[src/rtl/operand_loader_pkg.sv]
// Shared definitions for the operand loader: Q16.16 constants and FSM encoding.
package operand_loader_pkg;

  // Q16.16 fixed-point helpers
  localparam int unsigned FRAC_BITS = 16;
  localparam logic [31:0] ONE       = 32'd65536;

  // Loader FSM encoding
  localparam int unsigned STATE_W  = 2;
  localparam logic [1:0]  ST_LOAD  = 2'd0;
  localparam logic [1:0]  ST_ISSUE = 2'd1;
  localparam logic [1:0]  ST_WAIT  = 2'd2;

endpackage

[src/rtl/operand_loader_if.sv]
// Operand stream into the loader: one (a, b) pair per accepted transfer.
//   in_a, in_b : operand pair, Q16.16
//   in_valid   : producer has a pair
//   in_ready   : loader can take a pair this cycle
//   flush      : synchronous abort of a partial load
interface operand_loader_if #(
  parameter int unsigned W = 32
) ();

  logic [W-1:0] in_a;
  logic [W-1:0] in_b;
  logic         in_valid;
  logic         in_ready;
  logic         flush;

  modport master (output in_a, in_b, in_valid, flush, input in_ready);
  modport slave  (input in_a, in_b, in_valid, flush, output in_ready);

endinterface

[src/rtl/operand_loader.sv]
// Operand loader: buffers N serial operand pairs, fires a one-cycle start to
// the downstream dot-product stage, captures its result, and guards the wait
// with a timeout watchdog.
// Ports:
//   clk, reset        : clock, asynchronous active-low reset
//   in_if             : operand stream (slave side)
//   array_a/b_flat    : buffered operands, element i at [i*W +: W]
//   start_out         : one-cycle start pulse to downstream
//   down_valid/result : downstream result handshake
//   down_busy         : downstream status, not used for control
//   result, valid     : captured result and its one-cycle update pulse
//   busy              : high while issuing/waiting
//   error             : sticky timeout flag, cleared by the next accepted pair
//   count             : pairs loaded so far
module operand_loader
  import operand_loader_pkg::*;
#(
  parameter int unsigned N       = 5,
  parameter int unsigned W       = 32,
  parameter int unsigned TIMEOUT = 64,
  parameter int unsigned CW      = 8
) (
  input  logic                     clk,
  input  logic                     reset,
  operand_loader_if.slave          in_if,
  output logic [N*W-1:0]           array_a_flat,
  output logic [N*W-1:0]           array_b_flat,
  output logic                     start_out,
  input  logic                     down_valid,
  input  logic                     down_busy,
  input  logic [W-1:0]             down_result,
  output logic [W-1:0]             result,
  output logic                     valid,
  output logic                     busy,
  output logic                     error,
  output logic [$clog2(N+1)-1:0]   count
);

  localparam int unsigned CNT_W = $clog2(N+1);

  logic [STATE_W-1:0] state, state_d;
  logic [CNT_W-1:0]   count_d;
  logic [CW-1:0]      wd, wd_d, wd_inc;
  logic [W-1:0]       result_d;
  logic               valid_d, error_d, busy_d, start_d;
  logic               in_ready_q, in_ready_d;
  logic               wr_en;

  // Downstream busy is informational only
  logic unused_down_busy;
  assign unused_down_busy = down_busy;

  assign in_if.in_ready = in_ready_q;
  assign wd_inc         = wd + CW'(1);

  // Next-state and next-output logic
  always_comb begin
    state_d  = state;
    count_d  = count;
    wd_d     = wd;
    result_d = result;
    error_d  = error;
    valid_d  = 1'b0;
    wr_en    = 1'b0;

    case (state)
      ST_LOAD: begin
        // flush has priority over a pending transfer
        if (in_if.flush) begin
          count_d = '0;
        end else if (in_if.in_valid && in_ready_q) begin
          wr_en   = 1'b1;
          error_d = 1'b0;
          count_d = count + CNT_W'(1);
          if (count == CNT_W'(N - 1)) begin
            state_d = ST_ISSUE;
          end
        end
      end

      ST_ISSUE: begin
        wd_d    = '0;
        state_d = ST_WAIT;
      end

      ST_WAIT: begin
        wd_d = wd_inc;
        // wd==0 marks the first WAIT cycle, where a leftover valid is ignored;
        // a result arriving on the timeout cycle still wins
        if (down_valid && (wd != '0)) begin
          result_d = down_result;
          valid_d  = 1'b1;
          count_d  = '0;
          state_d  = ST_LOAD;
        end else if (wd_inc == CW'(TIMEOUT)) begin
          error_d = 1'b1;
          count_d = '0;
          state_d = ST_LOAD;
        end
      end

      default: begin
        state_d = ST_LOAD;
      end
    endcase

    in_ready_d = (state_d == ST_LOAD);
    start_d    = (state_d == ST_ISSUE);
    busy_d     = (state_d == ST_ISSUE) || (state_d == ST_WAIT);
  end

  // State, status and operand registers
  always_ff @(posedge clk or negedge reset) begin
    if (!reset) begin
      state        <= ST_LOAD;
      count        <= '0;
      wd           <= '0;
      result       <= '0;
      valid        <= 1'b0;
      error        <= 1'b0;
      busy         <= 1'b0;
      start_out    <= 1'b0;
      in_ready_q   <= 1'b1;
      array_a_flat <= '0;
      array_b_flat <= '0;
    end else begin
      state      <= state_d;
      count      <= count_d;
      wd         <= wd_d;
      result     <= result_d;
      valid      <= valid_d;
      error      <= error_d;
      busy       <= busy_d;
      start_out  <= start_d;
      in_ready_q <= in_ready_d;
      for (int i = 0; i < int'(N); i++) begin
        if (wr_en && (count == CNT_W'(i))) begin
          array_a_flat[i*W +: W] <= in_if.in_a;
          array_b_flat[i*W +: W] <= in_if.in_b;
        end
      end
    end
  end

endmodule
[src/flat_wrapper.sv]
// flat-port wrapper written by rule: the top's interface ports become plain ports
module operand_loader_flat import operand_loader_pkg::*;
#(
  parameter int unsigned N       = 5,
  parameter int unsigned W       = 32,
  parameter int unsigned TIMEOUT = 64,
  parameter int unsigned CW      = 8
)
  (clk, reset, array_a_flat, array_b_flat, start_out, down_valid, down_busy, down_result, result, valid, busy, error, count, in_if_in_a, in_if_in_b, in_if_in_valid, in_if_flush, in_if_in_ready);
  operand_loader_if #(.W(W)) in_if_i ();
  input  logic clk;
  input  logic reset;
  output logic [N*W-1:0] array_a_flat;
  output logic [N*W-1:0] array_b_flat;
  output logic start_out;
  input  logic down_valid;
  input  logic down_busy;
  input  logic [W-1:0] down_result;
  output logic [W-1:0] result;
  output logic valid;
  output logic busy;
  output logic error;
  output logic [$clog2(N+1)-1:0] count;
  input wire logic [$bits(in_if_i.in_a)-1:0] in_if_in_a;
  input wire logic [$bits(in_if_i.in_b)-1:0] in_if_in_b;
  input wire logic [$bits(in_if_i.in_valid)-1:0] in_if_in_valid;
  input wire logic [$bits(in_if_i.flush)-1:0] in_if_flush;
  output wire logic [$bits(in_if_i.in_ready)-1:0] in_if_in_ready;
  assign in_if_i.in_a = in_if_in_a;
  assign in_if_i.in_b = in_if_in_b;
  assign in_if_i.in_valid = in_if_in_valid;
  assign in_if_i.flush = in_if_flush;
  assign in_if_in_ready = in_if_i.in_ready;
  operand_loader #(.N(N), .W(W), .TIMEOUT(TIMEOUT), .CW(CW)) u_core (.clk(clk), .reset(reset), .in_if(in_if_i), .array_a_flat(array_a_flat), .array_b_flat(array_b_flat), .start_out(start_out), .down_valid(down_valid), .down_busy(down_busy), .down_result(down_result), .result(result), .valid(valid), .busy(busy), .error(error), .count(count));
endmodule
[config.mk]
export PLATFORM = sky130hd
export DESIGN_NAME = operand_loader_flat
export DESIGN_NICKNAME = d
export VERILOG_FILES = /design/src/rtl/operand_loader_pkg.sv /design/src/rtl/operand_loader_if.sv /design/src/rtl/operand_loader.sv /design/src/flat_wrapper.sv
export SDC_FILE = /design/constraint.sdc
export NUM_CORES = 1
export LEC_CHECK = 0
export ABC_AREA = 1
export CAP_MARGIN = 20
export CORE_MARGIN = 2
export CORE_UTILIZATION = 33
export DETAILED_ROUTE_END_ITERATION = 8
export DONT_BUFFER_PORTS = 1
export HOLD_SLACK_MARGIN = 0.1
export PLACE_DENSITY_LB_ADDON = 0.12
export SLEW_MARGIN = 20
export SYNTH_ARGS = -nofsm -noshare
export SYNTH_HDL_FRONTEND = slang
export SYNTH_SLANG_ARGS = --single-unit
[constraint.sdc]
create_clock -name clk -period 2.7 [get_ports clk]
set_clock_uncertainty 0.2 [all_clocks]
set_input_delay 0.405 -clock clk [delete_from_list [all_inputs] [get_ports clk]]
set_output_delay 0.405 -clock clk [all_outputs]
set_load 0.03 [all_outputs]
==> results of run 1 <==
## sequential cells by signal (all words and copies together), names as in the netlist
| register | flops |
|---|---|
| u_core.array_a_flat | 160 |
| u_core.array_b_flat | 160 |
| u_core.result | 32 |
| u_core.wd | 8 |
| u_core.count | 3 |
| u_core.state | 2 |
| u_core.busy | 1 |
| u_core.error | 1 |
| u_core.in_if.in_ready | 1 |
| u_core.start_out | 1 |
| u_core.valid | 1 |
## cell usage in the layout (no fill, tap or decap), drive strengths merged
cell and count:
clkinvlp 2, a21oi 2, bufinv 6, o22ai 1, o21ai 334, o32ai 1, clkbuf 61, inv 94
mux2 32, nor2 12, xor2 1, dlygate4sd3 99, ha 13, nand4 2, nand3 16, clkinv 4
dfstp 1, dfrtp 369, o311ai 1, buf 15, o21bai 1, nand2 353
## metal layers
layer  part of all wire  up-vias  wire length [um]
met5                  0        -                 0
met4              0.032        0              1250
met3               0.11       65              4230
met2               0.46      366             18200
met1               0.40     4425             15800
li1                   -     4399                 -
## power groups by stage
stage,clock network [mW],registers (mW),logic [mW]
global route,6.57,14.6,3.68
CTS,6.35,14.4,3.15
finish,6.15,14.3,3.08
detailed placement,0,14.4,3.01
floorplan,0,13.5,2.38
global placement,0,14.5,2.88
## synth_stat cells (2+ instances only)
cell type	number	area, um^2
nand2_1	352	1320
nor2_1	9	33.8
inv_1	89	334
inv_2	2	7.51
dfrtp_1	369	9230
o21ai_0	284	1420
buf_6	3	33.8
o21ai_1	49	245
nand4_1	2	12.5
nand3_2	3	30.0
mux2_4	29	435
nand3_1	13	65.1
nor2_2	2	12.5
a21oi_1	2	10.0
ha_1	13	163
mux2_2	3	33.8
clkbuf_1	43	161
buf_12	3	60.1
buf_2	24	120
## final timing paths
path | from | end | slack [ns] | depth (start not counted)
setup / recovery | u_core.wd[0] | u_core.count[2] | 0.26 | 11
hold / removal | reset | u_core.result[22] | -0.65 | 0
setup reg to reg | u_core.wd[0] | u_core.count[2] | 0.26 | 11
hold reg to reg | u_core.wd[6] | u_core.wd[6] | 0.37 | 2
max in group asynchronous | reset | u_core.count[1] | 1.57 | 0
min in group clk | in_if_in_valid | u_core.error | 0.16 | 5
## cell families (layout without fill, tap and decap cells)
kind of cell	after synthesis	after routing
mux	32	32
buf+inv	164	281
compound gates	340	340
fa+ha+maj	13	13
xor+xnor	1	1
simple gates	383	383
flops	370	370
## final cells by class
| cell class | instances | area (um^2) | share of cell area |
|---|---|---|---|
| flip-flops and latches | 370 | 9260 | 0.548 |
| multi-input cells | 769 | 3910 | 0.231 |
| inverters | 91 | 344 | 0.0204 |
| repair buffers | 114 | 1190 | 0.0705 |
| well taps | 539 | 674 | 0.0399 |
| clock buffers | 61 | 1260 | 0.0749 |
| clock inverters | 15 | 253 | 0.0150 |
## through the flow
step | std cells | util | power [mW] | instance area [um^2] | setup WS (ns)
global route | 1959 | 0.405 | 24.8 | 16900 | 0.0142
global placement | 1784 | 0.345 | 17.3 | 14400 | 0.415
detailed placement | 1784 | 0.345 | 17.4 | 14400 | 0.361
finish | 1959 | 0.405 | 23.5 | 16900 | 0.261
CTS | 1959 | 0.405 | 23.9 | 16900 | 0.255
floorplan | 1303 | - | 15.9 | 13800 | 0.635
==> flow_summary.rst, run 1 <==
.. list-table::
   :header-rows: 1

   * - Metric
     - Value
   * - Clock tree from TritonCTS
     - built
   * - I/O pin total
     - 462
   * - P_int
     - 13.0 mW
   * - Htree depth
     - 2
   * - Routability cong.
     - ~0.78
   * - Post-layout net count
     - roughly 1500
   * - First-iteration detailed-routing DRC count
     - 603
   * - Number of max-cap violations
     - 0
   * - First-pass GRT wire length
     - 60.6 mm
   * - Delay of the slowest cell on the worst path
     - 0.55 ns
   * - Number of iterations in the first detailed-routing pass
     - 5
   * - Largest vdd supply drop
     - 614 uV
   * - HPWL after detailed placement
     - 25.5 mm
   * - Sum of routed wire length over all layers
     - between 30 and 40 mm
   * - Share of flip-flops with an asynchronous set or reset after synthesis
     - 1.00
   * - Share of cells above drive strength 1
     - 0.0923
   * - Largest family of logic cells by synthesized area
     - compound AO/OA/AOI/OAI gates
   * - Failing checks
     - hold timing, slew limit
   * - Slowest cell on the critical path
     - dlygate4sd3_1
   * - Clk sinks
     - 370
   * - Simple-Gate Fraction of Synth Area
     - 0.108
   * - Number of hold-repair buffers added at the cts stage
     - 99
   * - GRT Total Usage
     - 0.180
   * - Met1 usage
     - 0.220
   * - Clock Path Buffers
     - 3
   * - Critical path endpoint category
     - register
   * - Post-synthesis cell count
     - 1303
   * - # DRC
     - 0
   * - Layout area overhead
     - 22.1%
   * - Number of warnings reported in the yosys synthesis log
     - 0
   * - Average instance area after synthesis
     - around 11 um^2
   * - Die Y-Extent
     - 209 um
   * - Hold Slack
     - -0.650 ns
   * - Most frequently used flop master after synthesis
     - dfrtp_1
   * - Crit path required time
     - 2.93 ns
   * - Global routing usage on met3
     - 0.0772
   * - Hold Fails Final Rpt
     - 370
   * - Initial cell density of the core
     - 0.332
   * - Pin count of the biggest net entering global routing
     - between 300 and 400
   * - Filler instances
     - 4056
   * - Met2 usage in global routing
     - 0.281
   * - Crit path DAT
     - between 2 and 3 ns
   * - Antenna violations before repair
     - 2
   * - Sequential-to-total area share from yosys stat
     - 0.669
   * - Crit-path max FO
     - 6
   * - EDFF count, synth
     - 0
   * - Final-report max-slew violation count
     - around 130
   * - Category of the critical setup timing path
     - register to register
   * - Netlist Area Pre-Place
     - 13800 um^2
   * - Busiest metal layer after global routing
     - met2
   * - Final worst path period share
     - 0.903
   * - Worst slew slack as a fraction of its limit
     - -0.148
   * - CORE AREA
     - between 40000 and 50000 um^2
   * - Compound-cell area share of the yosys netlist
     - 0.125
   * - Multiplexer area fraction after synthesis
     - 0.0339
   * - Number of antenna repair diodes
     - 0
   * - CTS root buf
     - clkbuf_16
   * - Maximum clock rate
     - 410 MHz
   * - Vias per Instance
     - 4.72
   * - Power spent charging and discharging nets
     - 10.5 mW
   * - CTS resizes
     - 0
   * - Die boundary width
     - ~210 um
   * - Unique cell type count in the Yosys netlist
     - 28
   * - Lkg Pwr
     - 8.05 nW
   * - Post-CTS clock slew at the launch and capture registers of the worst setup and hold paths
     - 0.06 ns
   * - Port Buf Inserts
     - 0
   * - Power density over the cells
     - 1390 nW/um^2
   * - Clock latency of the later-clocked register in the worst-skew pair
     - 0.55 ns
   * - Combinational Power Share
     - 0.131
   * - Number of global-route vias before repair
     - 9422
   * - Parity-gate share of the synthesized area counting xor and xnor cells
     - 0.000633
   * - Post-synthesis register bit count
     - 370
   * - Cell Chain, Critical Path
     - ha_1, nand3_1, o21bai_1, nand2_1, nor2_1, nand3_1, nand3_2, nand2_2, nand2_1, o21ai_1, dlygate4sd3_1
   * - Fraction of the mapped netlist area in adder cells
     - 0.0118
   * - Floorplan die area
     - 43600 um^2
   * - Final antenna-violating net count
     - 0
   * - Share of power burned in the clock network
     - 0.261
   * - Run status
     - complete, but fails checks
   * - Total number of vias
     - 9255
   * - Final TNS setup
     - 0 ns
   * - Detail-routed net length per standard cell
     - 20.1 um
   * - Net count after synthesis
     - about 1400
   * - Post-CTS Repair Setup Buffers
     - 0
   * - Count of buffering cells on the critical path with inverters included
     - 1
   * - Slew @ Worst Pin
     - ~1.7 ns
   * - Fraction of power spent switching nets
     - 0.447
   * - Startpoint type of the worst setup path
     - register
   * - Final worst path period need
     - 2.44 ns
   * - Worst path top cell family by delay
     - simple AND/OR/NAND/NOR gates
   * - Grt total ovfl
     - 0
   * - Setup-violating endpoint count in the final report
     - 0
   * - Tightest Hold Check Type
     - primary input to async pin
   * - Unrepaired setup endpoints after global routing
     - no
   * - Sequential fraction of design power
     - 0.608
   * - Num CTS Buffers
     - 43
   * - Standard-cell rows
     - 75
Power figures use the tool's default switching activity.
==> inputs of run 2 (changes only) <==
CORE_AREA = 2 2 182 184   (was not set)
CORE_MARGIN = not set   (was 2)
CORE_UTILIZATION = not set   (was 33)
DIE_AREA = 0 0 184 186   (was not set)
==> run 2 against run 1 <==
- the flow finishes with violations (hold timing)
- clock-buffer cell count fell by 2
- fmax fell by 0.87%
- wire length fell by 7.0%
- critical path type unchanged
- largest cell class unchanged
- highest routed layer unchanged
==> flow_summary.rst, run 2 (synthesized netlist as in run 1, its figures left out) <==
.. list-table::
   :header-rows: 1

   * - Metric
     - Value
   * - Power spent charging and discharging nets
     - 10.3 mW (-1.8%)
   * - Maximum clock rate
     - 406 MHz (-0.87%)
   * - Share of cells above drive strength 1
     - 0.0885 (-0.00377)
   * - Reg-to-reg critical path startpoint
     - u_core.wd[0]
   * - Critical path endpoint category
     - register
   * - Standard-cell rows
     - 66 (-12%)
   * - Startpoint type of the worst setup path
     - register
   * - Hold Fails Final Rpt
     - 369 (-0.27%)
   * - Post-CTS clock slew at the launch and capture registers of the worst setup and hold paths
     - 0.06 ns (about the same)
   * - Tightest Hold Check Type
     - primary input to async pin
   * - Cell area reported after detailed placement
     - 14200 um^2 (-1.1%)
   * - Launch point of the critical path
     - u_core.wd[0]
   * - Post-route setup slack
     - 0.240 ns (-0.0214 ns)
   * - Initial cell density of the core
     - 0.430 (+0.0975)
   * - Crit path DAT
     - 2.66 ns (about the same)
   * - Worst slew slack as a fraction of its limit
     - 0.246 (+0.394)
   * - Largest vdd supply drop
     - 601 uV (-2.1%)
   * - Port Buf Inserts
     - 0 (unchanged)
   * - Crit-path max FO
     - 6 (unchanged)
   * - Final-report max-slew violation count
     - 0 (-100%)
   * - Final TNS setup
     - 0 ns (unchanged)
   * - Hold Slack
     - -0.634 ns (+0.0163 ns)
   * - Unrepaired setup endpoints after global routing
     - no
   * - First-pass GRT wire length
     - 55.7 mm (-8.1%)
   * - CTS root buf
     - clkbuf_16
   * - Most frequent cells in the layout
     - dfrtp_1 (369), nand2_1 (352), o21ai_0 (284)
   * - Htree depth
     - 2 (unchanged)
   * - Detail-routed net length per standard cell
     - 20.0 um (-0.52%)
   * - Total met2 wirelength after detailed routing
     - 17.3 mm (-4.7%)
   * - Final worst path period share
     - 0.911 (+0.00794)
   * - P_int
     - 12.8 mW (-2.0%)
   * - Number of global-route vias before repair
     - 9356 (-0.70%)
   * - Max layer used
     - met4
   * - Largest registers
     - u_core.array_a_flat (160), u_core.array_b_flat (160), u_core.result (32)
   * - Fraction of power spent switching nets
     - 0.447 (+0.000482)
   * - Final worst path period need
     - 2.46 ns (+0.0214 ns)
   * - Lkg Pwr
     - 8.05 nW (about the same)
   * - Post-layout net count
     - 1507 (+0.20%)
   * - Num CTS Buffers
     - 40 (-7.0%)
   * - GRT Total Usage
     - 0.211 (+0.0306)
   * - Category of the critical setup timing path
     - register to register
   * - Sum of routed wire length over all layers
     - 36.7 mm (-7.0%)
   * - Number of iterations in the first detailed-routing pass
     - 5 (unchanged)
   * - Final design area excluding fillers
     - 16700 um^2 (-1.1%)
   * - Sequential fraction of design power
     - 0.619 (+0.011)
   * - Clock tree from TritonCTS
     - built
   * - Die Y-Extent
     - 186 um (-11%)
   * - Length of routed met3 wiring
     - 3.88 mm (-8.4%)
   * - Utilization after layout
     - 0.519 (+0.113)
   * - Final antenna-violating net count
     - 0 (unchanged)
   * - Total number of vias
     - 9136 (-1.3%)
   * - Antenna violations before repair
     - 1 (-1)
   * - Wire length the detailed router placed on met1
     - 14.3 mm (-9.5%)
   * - Floorplan die area
     - 34200 um^2 (-21%)
   * - Failing checks
     - hold timing
   * - Clk sinks
     - 370 (unchanged)
   * - Placement Setup Slack
     - 0.333 ns (-0.0280 ns)
   * - Number of hold-repair buffers added at the cts stage
     - 105 (+6.1%)
   * - Routability cong.
     - 0.803 (+2.8%)
   * - Combinational Power Share
     - 0.133 (+0.002)
   * - Setup-violating endpoint count in the final report
     - 0 (unchanged)
   * - Slew @ Worst Pin
     - 1.13 ns (-0.590 ns)
   * - Power density over the cells
     - 1380 nW/um^2 (-0.85%)
   * - # DRC
     - 0 (unchanged)
   * - Clock latency of the later-clocked register in the worst-skew pair
     - 0.53 ns (-0.02 ns)
   * - Number of max-cap violations
     - 0 (unchanged)
   * - Die boundary width
     - 184 um (-12%)
   * - Clock Path Buffers
     - 3 (unchanged)
   * - Run status
     - complete, but fails checks
   * - I/O pin total
     - 462 (unchanged)
   * - Vias per Instance
     - 4.99 (+5.6%)
   * - Pin count of the biggest net entering global routing
     - 371 (unchanged)
   * - First-iteration detailed-routing DRC count
     - 539 (-11%)
   * - Crit path required time
     - 2.90 ns (-0.03 ns)
   * - Layout area overhead
     - 20.8%
   * - Share of power burned in the clock network
     - 0.247 (-0.014)
   * - Grt total ovfl
     - 0 (unchanged)
   * - HPWL after detailed placement
     - 23.8 mm (-6.9%)
   * - CORE AREA
     - 32200 um^2 (-23%)
   * - Number of antenna repair diodes
     - 0 (unchanged)
   * - Most common library cell in the layout ignoring fill and taps
     - dfrtp_1
## run 2: layer usage
metal  vias to the layer above  global-route usage
li1                       4398                   -
met5                         -                   0
met3                        68              0.0828
met4                         0              0.0784
met2                       386               0.344
met1                      4284               0.253
## run 2: final timing paths
path,end,slack [ns],cells after the start
max in group asynchronous,u_core.wd[2],1.99,0
min in group clk,u_core.error,0.20,5
worst max register to register,u_core.count[2],0.24,11
worst min-delay path,u_core.array_a_flat[0],-0.63,0
worst min register to register,u_core.wd[6],0.37,2
worst max-delay path,u_core.count[2],0.24,11
## run 2: power by group through the flow
stage	clock (mW)	combinational, mW	sequential, mW
finish	5.71	3.08	14.3
detailed placement	0	2.92	14.4
global route	6.10	3.66	14.6
floorplan	0	2.38	13.5
global placement	0	2.78	14.4
CTS	5.85	3.11	14.3
## run 2: stage by stage
stage,std cells,power (mW)
2_1_floorplan,1303,15.9
3_3_place_gp,1651,17.2
3_5_place_dp,1651,17.3
4_1_cts,1830,23.3
5_1_grt,1832,24.3
6_report,1832,23.1
## run 2: layout make-up
class                           count  area (um^2)
Sequential cell                   370         9260
Clock buffer                       59         1180
Inverter                           91          344
Multi-Input combinational cell    769         3910
Clock inverter                     15          214
Tap cell                          408          510
Timing Repair Buffer              120         1290
Fill cell                        2834        15500
## run 2: critical path, cell delays in order, from the launching register on
cell           delay, ns
dfrtp_1             0.42
ha_1                0.22
nand3_1             0.13
o21bai_1            0.15
nand2_1             0.09
nor2_1              0.10
nand3_1             0.15
nand3_2             0.12
nand2_2             0.09
nand2_1             0.07
o21ai_1             0.06
dlygate4sd3_1       0.54
## run 2: what timing repair did
action                     CTS  global route
setup buffers                0             2
setup endpoints to repair    0             2
hold endpoints to repair   728           370
resized for setup            0             0
==> inputs of run 3 (changes only) <==
CORE_AREA = not set   (was 2 2 182 184)
CORE_ASPECT_RATIO = 0.5   (was not set)
CORE_MARGIN = 2   (was not set)
CORE_UTILIZATION = 55   (was not set)
DIE_AREA = not set   (was 0 0 184 186)
==> run 3 against run 2 <==
- the run still ends with hold timing left
- final cell count down 5.3%
- total power shrank 2.0%
- die area fell by 23%
- final area fell by 2.8%
- combinational power hardly changed
==> flow_summary.rst, run 3 (synthesized netlist as in run 1, its figures left out) <==
.. list-table::
   :header-rows: 1

   * - Metric
     - Value
   * - Largest registers
     - u_core.array_a_flat (160), u_core.array_b_flat (160), u_core.result (32)
   * - First-pass GRT wire length
     - 56.7 mm (+1.7%)
   * - Final worst path period share
     - 0.908 (-0.00324)
   * - Multi-input logic area
     - 3910 um^2 (unchanged)
   * - GRT Total Usage
     - 0.275 (+0.0644)
   * - Sum of routed wire length over all layers
     - 36.9 mm (+0.47%)
   * - Antenna violations before repair
     - 0 (-1)
   * - HPWL after detailed placement
     - 23.2 mm (-2.4%)
   * - Number of global-route vias before repair
     - 9388 (+0.34%)
   * - Hold Slack
     - -0.670 ns (-0.0362 ns)
   * - Category of the critical setup timing path
     - register to register
   * - Post-layout net count
     - 1488 (-1.3%)
   * - Critical path endpoint category
     - register
   * - Reg2Reg Capture Point
     - u_core.count[2]
   * - Count of buffering cells on the critical path with inverters included
     - 1 (unchanged)
   * - Share of cells above drive strength 1
     - 0.0823 (-0.00622)
   * - Routability cong.
     - 0.824 (+2.6%)
   * - Startpoint type of the worst setup path
     - register
   * - Standard-cell rows
     - 40 (-39%)
   * - Flop2flop setup slack
     - 0.25 ns (about the same)
   * - Vias per Instance
     - 5.52 (+11%)
   * - Clock Path Buffers
     - 3 (unchanged)
   * - Cell Chain, Critical Path
     - ha_1, nand3_1, o21bai_1, nand2_1, nor2_1, nand3_1, nand3_2, nand2_2, nand2_1, o21ai_1, dlygate4sd3_1
   * - Crit path DAT
     - 2.70 ns (+0.04 ns)
   * - Crit path required time
     - 2.95 ns (+0.05 ns)
   * - CTS resizes
     - 0 (unchanged)
   * - Most frequent cells in the layout
     - dfrtp_1 (369), nand2_1 (352), o21ai_0 (284)
   * - Power density over the cells
     - 1390 nW/um^2 (+0.84%)
   * - Area of all sequential standard cells
     - 9260 um^2 (unchanged)
   * - Htree depth
     - 1 (-1)
   * - Most common library cell in the layout ignoring fill and taps
     - dfrtp_1
   * - Final worst path period need
     - 2.45 ns (-0.00876 ns)
   * - Setup-violating endpoint count in the final report
     - 0 (unchanged)
   * - Tightest Hold Check Type
     - primary input to async pin
   * - Final TNS setup
     - 0 ns (unchanged)
   * - # DRC
     - 0 (unchanged)
   * - Inst Count DP
     - 1577 (-4.5%)
   * - Initial cell density of the core
     - 0.569 (+0.139)
   * - Worst slew slack as a fraction of its limit
     - 0.500 (+0.254)
   * - Non-filler instance count after layout
     - 1734 (-5.3%)
   * - Number of hold-repair buffers added at the cts stage
     - 99 (-5.7%)
   * - Floorplan die area
     - 26500 um^2 (-23%)
   * - Total number of vias
     - 9569 (+4.7%)
   * - Post-CTS clock slew at the launch and capture registers of the worst setup and hold paths
     - 0.08 ns (+0.02 ns)
   * - Clock latency of the later-clocked register in the worst-skew pair
     - 0.57 ns (+0.04 ns)
   * - Failing checks
     - hold timing
   * - Final antenna-violating net count
     - 0 (unchanged)
   * - Filler instances
     - 1838 (-35%)
   * - Number of iterations in the first detailed-routing pass
     - 5 (unchanged)
   * - Pin count of the biggest net entering global routing
     - 371 (unchanged)
   * - Number of max-cap violations
     - 0 (unchanged)
   * - Reg-to-reg critical path startpoint
     - u_core.wd[0]
   * - Num CTS Buffers
     - 31 (-23%)
   * - Worst path top cell family by delay
     - simple AND/OR/NAND/NOR gates
   * - Slew @ Worst Pin
     - 0.750 ns (-0.382 ns)
   * - Unrepaired setup endpoints after global routing
     - no
   * - Layout area overhead
     - 17.4%
   * - First-iteration detailed-routing DRC count
     - 960 (+78%)
   * - Detail-routed net length per standard cell
     - 21.3 um (+6.2%)
   * - Hold Fails Final Rpt
     - 370 (+0.27%)
   * - Cell count of the worst reg-to-reg path
     - 11 (unchanged)
   * - Port Buf Inserts
     - 0 (unchanged)
   * - Clk sinks
     - 370 (unchanged)
   * - Number of antenna repair diodes
     - 0 (unchanged)
   * - Slowest cell on the critical path
     - dlygate4sd3_1
   * - Delay of the slowest cell on the worst path
     - 0.55 ns (about the same)
   * - I/O pin total
     - 462 (unchanged)
   * - Run status
     - complete, but fails checks
   * - Grt total ovfl
     - 0 (unchanged)
   * - Largest vdd supply drop
     - 713 uV (+19%)
   * - CTS root buf
     - clkbuf_16
   * - Lkg Pwr
     - 7.85 nW (-2.5%)
   * - CORE AREA
     - 24300 um^2 (-24%)
   * - Clock tree from TritonCTS
     - built
   * - Final-report max-slew violation count
     - 0 (unchanged)
   * - Maximum clock rate
     - 408 MHz (+0.36%)
   * - Post-CTS Repair Setup Buffers
     - 0 (unchanged)
   * - Die boundary width
     - 228 um (+24%)
   * - Crit-path max FO
     - 6 (unchanged)
   * - Die Y-Extent
     - 116 um (-38%)
run 3: layout make-up:
cell class / instances / share of cell area
clock buffer: 33 / 0.0488
clock inverter: 25 / 0.0240
inverter: 91 / 0.0212
multi-input combinational: 769 / 0.241
sequential: 370 / 0.570
tap: 336 / 0.0259
timing repair buffer: 110 / 0.0692
run 3: metrics by stage:
stage          worst slack [ns]  instance area, um^2  utilization  total power [mW]  hold WS, ns
2_1_floorplan             0.635                13800            -              15.9      -0.0906
3_3_place_gp              0.453                14100        0.578              17.1      -0.0810
3_5_place_dp              0.378                14100        0.578              17.3      -0.0813
4_1_cts                   0.251                16200        0.668              22.6       -0.689
5_1_grt                  0.0531                16200        0.668              23.7       -0.705
6_report                  0.248                16200        0.668              22.6       -0.670
run 3: worst register-to-register path: stages (launching register included):
cell and delay, ns:
dfrtp_1 0.42, ha_1 0.23, nand3_1 0.13, o21bai_1 0.14, nand2_1 0.08, nor2_1 0.11, nand3_1 0.14, nand3_2 0.11
nand2_2 0.09, nand2_1 0.08, o21ai_1 0.06, dlygate4sd3_1 0.55
run 3: power by group:
group | total, mW | switching (mW) | internal [mW]
clock network | 5.18 | 2.14 | 3.03
registers | 14.3 | 6.62 | 7.72
logic | 3.09 | 1.68 | 1.41
total | 22.6 | 10.4 | 12.2
run 3: how the worst max path moves through the flow:
stage / start / to / slack, ns / cells after the start
6_report: u_core.wd[0] / u_core.count[2] / 0.25 / 11
5_1_grt: u_core.wd[0] / u_core.count[2] / 0.05 / 11
4_1_cts: u_core.wd[0] / u_core.count[2] / 0.25 / 10
3_5_place_dp: u_core.state[1] / u_core.array_b_flat[6] / 0.38 / 8
3_3_place_gp: u_core.state[1] / u_core.array_b_flat[25] / 0.45 / 8
2_1_floorplan: u_core.in_if.in_ready / u_core.busy / 0.63 / 9
run 3: metal layers:
layer,wire (um),track usage,part of all wire
met2,18200,0.459,0.49
met3,3010,0.0850,0.081
met4,1310,0.0993,0.036
met5,0,0,0
met1,14300,0.348,0.39
